--- src/rtl/icache_refill_server.sv ---
// Purpose: serves instruction-cache line refills. It keeps the most recently
//   fetched 32-byte line for fast repeat hits and reads misses from memory as
//   four 64-bit beats.
// Latency: a hit gives o_refill_drive 3 cycles after i_miss_drive. A miss takes
//   2 + (cycles holding o_mem_req) + 4 beats + 1.
// Backpressure: a single pending slot absorbs one request that arrives while the
//   server is busy. Any request beyond that is dropped and sets the sticky
//   o_overflow flag.
// Ports:
//   clk, rstn                          clock, asynchronous active-low reset
//   i_miss_drive, i_miss_addr_34       refill request pulse and miss address
//   o_miss_free                        request-accepted pulse
//   o_refill_drive, o_refill_line_256  line-valid pulse and line data
//                                      (beat k is in bits [64k+63:64k])
//   i_refill_free                      the cache has consumed the line
//   o_mem_req, o_mem_addr_34, i_mem_ack             memory read request handshake
//   i_mem_rvalid, i_mem_rdata_64                    read beats from memory
//   o_busy, o_overflow                              status outputs
module icache_refill_server (
  input  logic         clk,
  input  logic         rstn,
  input  logic         i_miss_drive,
  input  logic [33:0]  i_miss_addr_34,
  output logic         o_miss_free,
  output logic         o_refill_drive,
  output logic [255:0] o_refill_line_256,
  input  logic         i_refill_free,
  output logic         o_mem_req,
  output logic [33:0]  o_mem_addr_34,
  input  logic         i_mem_ack,
  input  logic         i_mem_rvalid,
  input  logic [63:0]  i_mem_rdata_64,
  output logic         o_busy,
  output logic         o_overflow
);

  typedef enum logic [2:0] {
    IDLE     = 3'd0,
    LOOKUP   = 3'd1,
    MEMREQ   = 3'd2,
    BEAT     = 3'd3,
    RESP     = 3'd4,
    WAITFREE = 3'd5
  } state_t;

  state_t       state;
  logic [33:0]  req_addr;   // address of the request being served
  logic [33:0]  pend_addr;  // address of the one queued request
  logic         pend_vld;
  logic [28:0]  buf_tag;    // last-line buffer: tag = addr[33:5]
  logic [255:0] buf_line;
  logic         buf_vld;
  logic [1:0]   beat_cnt;
  logic         buf_hit;

  assign buf_hit           = buf_vld && (buf_tag == req_addr[33:5]);
  assign o_busy            = (state != IDLE);
  // The line is always presented straight from the buffer. The buffer is only
  // written in BEAT, so the data stays stable from RESP until i_refill_free.
  assign o_refill_line_256 = buf_line;

  always_ff @(posedge clk or negedge rstn) begin
    if (!rstn) begin
      state          <= IDLE;
      req_addr       <= '0;
      pend_addr      <= '0;
      pend_vld       <= 1'b0;
      buf_tag        <= '0;
      buf_line       <= '0;
      buf_vld        <= 1'b0;
      beat_cnt       <= 2'd0;
      o_miss_free    <= 1'b0;
      o_refill_drive <= 1'b0;
      o_mem_req      <= 1'b0;
      o_mem_addr_34  <= '0;
      o_overflow     <= 1'b0;
    end else begin
      o_miss_free    <= 1'b0;
      o_refill_drive <= 1'b0;

      // Requests that arrive while busy are queued in the pending slot.
      // If the slot is already occupied, the request is lost. The WAITFREE
      // branch below overrides this capture when it serves a request directly.
      if (i_miss_drive && (state != IDLE)) begin
        if (!pend_vld) begin
          pend_vld  <= 1'b1;
          pend_addr <= i_miss_addr_34;
        end else begin
          o_overflow <= 1'b1;
        end
      end

      case (state)
        IDLE: begin
          if (i_miss_drive) begin
            req_addr    <= i_miss_addr_34;
            o_miss_free <= 1'b1;
            state       <= LOOKUP;
          end
        end

        LOOKUP: begin
          if (buf_hit) begin
            state <= RESP;
          end else begin
            o_mem_req     <= 1'b1;
            o_mem_addr_34 <= {req_addr[33:5], 5'd0};
            state         <= MEMREQ;
          end
        end

        MEMREQ: begin
          if (i_mem_ack) begin
            o_mem_req <= 1'b0;
            beat_cnt  <= 2'd0;
            // The beats overwrite the buffer in place, so its old contents stop
            // being a valid hit target from this point on.
            buf_vld   <= 1'b0;
            state     <= BEAT;
          end
        end

        BEAT: begin
          if (i_mem_rvalid) begin
            buf_line[{beat_cnt, 6'd0} +: 64] <= i_mem_rdata_64;
            beat_cnt <= beat_cnt + 2'd1;
            if (beat_cnt == 2'd3) begin
              buf_tag <= req_addr[33:5];
              buf_vld <= 1'b1;
              state   <= RESP;
            end
          end
        end

        RESP: begin
          o_refill_drive <= 1'b1;
          state          <= WAITFREE;
        end

        WAITFREE: begin
          if (i_refill_free) begin
            if (pend_vld) begin
              req_addr    <= pend_addr;
              pend_vld    <= 1'b0;
              o_miss_free <= 1'b1;
              state       <= LOOKUP;
            end else if (i_miss_drive) begin
              // A request that arrives together with the free is served next.
              // It does not stay in the pending slot.
              req_addr    <= i_miss_addr_34;
              pend_vld    <= 1'b0;
              o_miss_free <= 1'b1;
              state       <= LOOKUP;
            end else begin
              state <= IDLE;
            end
          end
        end

        default: state <= IDLE;
      endcase
    end
  end

endmodule

--- config.mk ---
export PLATFORM = sky130hd
export DESIGN_NAME = icache_refill_server
export DESIGN_NICKNAME = d
export VERILOG_FILES = /design/src/rtl/icache_refill_server.sv
export SDC_FILE = /design/constraint.sdc
export NUM_CORES = 1
export LEC_CHECK = 0
export ABC_CLOCK_PERIOD_IN_PS = 3800
export BUFFER_PORTS_ARGS = -buffer_cell sky130_fd_sc_hd__buf_2
export CAP_MARGIN = 15
export CORE_MARGIN = 2
export CORE_UTILIZATION = 57
export CTS_CLUSTER_DIAMETER = 100
export DETAILED_ROUTE_END_ITERATION = 12
export PLACE_DENSITY = 0.91
export SYNTH_ARGS = -nofsm -noshare
export SYNTH_HDL_FRONTEND = slang
export SYNTH_SLANG_ARGS = --single-unit
export TNS_END_PERCENT = 1
--- constraint.sdc ---
create_clock -name clk -period 3.8 [get_ports clk]
set_input_delay 0.19 -clock clk [delete_from_list [all_inputs] [get_ports clk]]
set_output_delay 0.19 -clock clk [all_outputs]
set_load 0.01 [all_outputs]
## Word-level counts from Yosys, hierarchy flattened

Cells that the tools add are included.

- Add/subtract/negate cells: 2
- Equality and inequality tests: 13
- Shift-type cells: 2
- Mux-type cells: 33
- Bitwise logic cells: 2
- Reduce and logical (&&, ||, !) cells: 17

Operators with widths:

| operator | count |
|---|---|
| bitwise mux 256 bit | 1 |
| variable shift 64 x 10 -> 256 bit, first input constant | 1 |
| variable part select 64 x 10 -> 256 bit | 1 |
| two-way mux 34 bit | 3 |
| one-hot mux 34 bit (2 select lines) | 1 |
| equality test 29 bit | 1 |
| two-way mux 3 bit | 6 |
| one-hot mux 3 bit (6 select lines) | 1 |
| two-way mux 1 bit | 15 |
| != test 2 bit, second input constant | 6 |
| negator 8 -> 10 bit | 1 |
| AND reduction 2 bit | 5 |
| AND reduction 3 bit | 3 |
| equality test 3 x 2 -> 1 bit, second input constant | 2 |
| equality test 3 bit, second input constant | 2 |
| one-hot mux 1 bit (2 select lines) | 3 |
| nonzero test 2 bit | 3 |
| AND reduction 5 bit | 1 |
| two-way mux 2 bit | 2 |
| one-hot mux 2 bit (2 select lines) | 1 |
| AND reduction 4 bit | 1 |
| equality test 3 x 1 -> 1 bit, second input constant | 1 |
| zero test 3 bit | 1 |
| nonzero test 3 bit | 1 |
| other kinds (4) | 6 |

- Register bits after elaboration: 393
- Input port bits: 104
- Output and inout port bits: 295
- Logic and storage cells: 82

## Longest topological paths before layout

- Depth in word-level cells: 7
- Mapped depth: 9
- Gate-level depth less buffers: 6

## Worst setup path after synthesis

No wires, ideal clock.

- Kind: reg-to-reg
- Start: register beat_cnt[0]
- End: register buf_line[249], in the netlist o_refill_line_256[249]
- Data arrival time: 1.974 ns
- Required time: 3.717 ns
- Slack: 1.743 ns
- Cell stages (with the launch flop): 7
- Path buffers: 1
- Cell sequence: dfrtp_1 inv_1 ha_1 nor3_1 clkbuf_1 nand2_1 o21ai_0

- Word-level cells in the longest chain between the ends: 3

RTL lines:

| item | line | source |
|---|---|---|
| from (decl) | 53 | `logic [1:0] beat_cnt;` |
| from (signal assigned) | 126 | `beat_cnt <= beat_cnt + 2'd1;` |
| negator 8 -> 10 bit * | 125 | `buf_line[{beat_cnt, 6'd0} +: 64] <= i_mem_rdata_64;` |
| variable part select 64 x 10 -> 256 bit or variable shift 64 x 10 -> 256 bit (tied branches) | 125 |  |
| bitwise mux 256 bit * | 125 |  |
| to (signal, indexed assignment) | 125 |  |
| to (decl) | 51 | `logic [255:0] buf_line;` |

Every way passes the cells marked *; elsewhere a longest branch is shown, timed or not.
A chain may end at the register's enable or synchronous reset.

## Worst setup path in the final report

- Start: register beat_cnt[0]
- End: register buf_line[166], in the netlist o_refill_line_256[166]

Same word-level chain as after synthesis.

==> flow_metrics.tcl <==
set metrics [dict create \
    die_area_mm2 0.0290 \
    die_y_um 170 \
    synthAdderAreaFrac 0.00476 \
    setup_viol 0 \
    crit_path_end_kind "register" \
    tns_ns 0 \
    drive_gt1_frac 0.278 \
    remaining_drc_errors 0 \
    clock.fmax_mhz 322 \
    syn_area_per_cell_um2 9.95 \
    initial_utilization 0.583 \
    netlist_area_mm2 0.0158 \
    grtUsageTotal 0.379 \
    synth_seq_area_share 0.608 \
    cts_buffers 39 \
    yosys_warnings 0 \
    io_buffers 388 \
    clock-root-buffer "clkbuf_16" \
    p_leak_uw 0.00984 \
    cts_tree "built" \
    grt_pass1_vias 14700 \
    wirelength_um 54800 \
    firstDrtPassIters 7 \
    worst_slew_pin_slew_ns 0.898 \
    period_share 0.817 \
    dr_wl_met3_um 7080 \
    slew_viol_final 0 \
    worstSetupPathType "reg2reg" \
    clock_latency_ns 0.52 \
    synth_edf_count 0 \
    die_w_um 170 \
    maxUsedRoutingLayer "met5" \
    grt_pass1_wl_um 84100 \
    ys_ff_latch 383 \
    met2_length_um 25400 \
    relSlewSlack 0.400 \
    routed_via_density 6.18 \
    dp_hpwl_um 30300 \
    clk_pin_slew_ns 0.06 \
    power.density_mw_per_mm2 746 \
    timing.final.crit_period_ns 3.10 \
    synthSimpleGateAreaFrac 0.159 \
    yosysMostFrequentCell "nand2_1" \
    cap_violations 0 \
    yosysTopAreaCellShare 0.608 \
    synth.largest_area_cell "dfrtp_1" \
    ys_top_cells_by_count "nand2_1, dfrtp_1, o21ai_0" \
    clock_path_buffers 3 \
    synth_xor_area_frac 0.0117 \
    final_nets 2130 \
    synth_area_leaders "dfrtp_1, nand2_1, o21ai_0" \
    rsz0062_at_grt "false" \
    arrival_ns 3.51 \
    synth_cells 1585 \
    antenna_found_initial 3 \
    io_pins 399 \
    hp-class "in2reg" \
    start_kind "register" \
    gp_congestion 0.895 \
    fill_cells 1537 \
    fin_util 0.747 \
    synth_flop_cell "dfrtp_1" \
    grt_start_max_net_pins 112 \
    rows 60 \
    drt_iter0_markers 2091 \
    core_mm2 0.0270 \
    grt_overflow 0 \
    synthArstFlopShare 1.00 \
    wl_met1_um 17800 \
    clock_skew_ns 0.0175 \
    outcome "finished, final reports clean" \
    ant_nets 0 \
    synth_top_family_by_area "simple AND/OR/NAND/NOR gates" \
    avgRoutedWirePerCell_um 23.0 \
    area_delta_synth_final_pct 28.0 \
    cts.sinks 383 \
    ir_worst_vdd_mv 0.722 \
    multi_input_area_mm2 0.00575 \
    synth_cell_types 45 \
    final_hold_viol_count 0 \
    synth_mux_area_frac 0.0673 \
    synth-compound-area-share 0.116 \
    path_max_fanout 64 \
    htreeDepth 2 \
    vias 14700 \
    cp_data_required_time_ns 4.21 \
    seq_area_mm2 0.00958 \
]
==> where the power goes <==
part	internal [uW]	total, uW	switching (uW)
logic	1950	4980	3020
clock network	2290	3870	1570
registers	5250	6210	957
==> metrics by stage <==
step | hold slack (ns) | worst slack (ns) | cells | total power, uW | instance area [um^2]
2_1_floorplan | -0.106 | 1.74 | 1589 | 8830 | 15800
3_3_place_gp | 0.317 | 1.19 | 2227 | 10400 | 18000
3_5_place_dp | 0.324 | 1.10 | 2227 | 10700 | 18000
4_1_cts | 0.00791 | 1.03 | 2385 | 14700 | 20200
5_1_grt | 0.0324 | 0.458 | 2386 | 15700 | 20200
6_report | 0.0474 | 0.695 | 2386 | 15000 | 20200
==> flip-flops by register name, summed over array words and instances, names as in the netlist <==
register,count
o_miss_free,1
o_refill_line_256,256
req_addr,29
o_overflow,1
state,3
o_refill_drive,1
pend_addr,29
o_mem_req,1
buf_tag,29
pend_vld,1
beat_cnt,2
o_mem_addr_34,29
buf_vld,1
==> placed cells by master (no fill, tap or decap), types with 3 or more instances in the layout <==
cell type,synthesis,layout
mux2_4,28,28
buf_12,0,3
nand2_1,525,521
nand3b_1,29,29
nand2_4,0,4
conb_1,1,5
nand3_1,6,6
clkbuf_1,91,8
buf_4,5,22
nor2_1,33,30
a21o_1,3,3
clkbuf_16,0,41
buf_2,14,387
inv_1,8,8
a21oi_1,31,29
nand4_1,5,5
nor2b_1,5,5
clkinv_2,0,3
o21ai_0,291,291
nand2b_1,7,7
ha_1,6,6
mux2_2,56,56
a22o_1,3,3
dfrtp_1,383,383
dlygate4sd3_1,0,93
xnor2_1,21,21
clkbuf_8,0,10
==> final timing paths <==
check                      slack [ns]                      to  cells after the start               start
max                              0.70  o_refill_line_256[166]                      7         beat_cnt[0]
min                              0.05   o_refill_line_256[81]                      3  i_mem_rdata_64[17]
max reg2reg                      0.70  o_refill_line_256[166]                      7         beat_cnt[0]
min reg2reg                      0.46              o_overflow                      1          o_overflow
max in group asynchronous        2.44                state[0]                      3                rstn
min in group asynchronous        0.35             req_addr[8]                      2                rstn
==> layer usage <==
metal / track usage / vias to the layer above
met4: 0.239 / 6
met1: 0.434 / 7074
met3: 0.156 / 384
met5: 0.0104 / -
li1: - / 6101
met2: 0.591 / 1179
==> cells by family (layout without fill, tap and decap cells) <==
group                      Yosys count  after routing
and+or+nand+nor                    619            619
other                                1              6
muxes                               85             85
buffers and inverters              124            579
AOI/OAI and AO/OA                  346            346
DFF                                383            383
xor gates and xnor gates            21             21
adders and majority gates            6              6
==> what timing repair did <==
item | 4_1_cts | 5_1_grt
hold endpoints to repair | 364 | 0
setup buffers | 0 | 0
gates resized for setup | 0 | 0
hold buffers | 93 | 0
==> critical path, cell delays in order, from the launching register on <==
cell and delay (ns):
dfrtp_1 0.57, inv_1 0.25, ha_1 0.48, nand2b_1 0.20, nor2_4 0.11, buf_4 0.64, nand2_1 0.36, o21ai_0 0.32
==> final cells by class <==
| class | instances | area share |
|---|---|---|
| multi-input combinational | 1082 | 0.285 |
| sequential | 383 | 0.475 |
| inverter | 8 | 0.00149 |
| tap | 341 | 0.0211 |
| clock buffer | 59 | 0.0591 |
| clock inverter | 6 | 0.00409 |
| antenna | 1 | 0.000124 |
| timing repair buffer | 506 | 0.154 |
(Power assumes the default switching activity.)
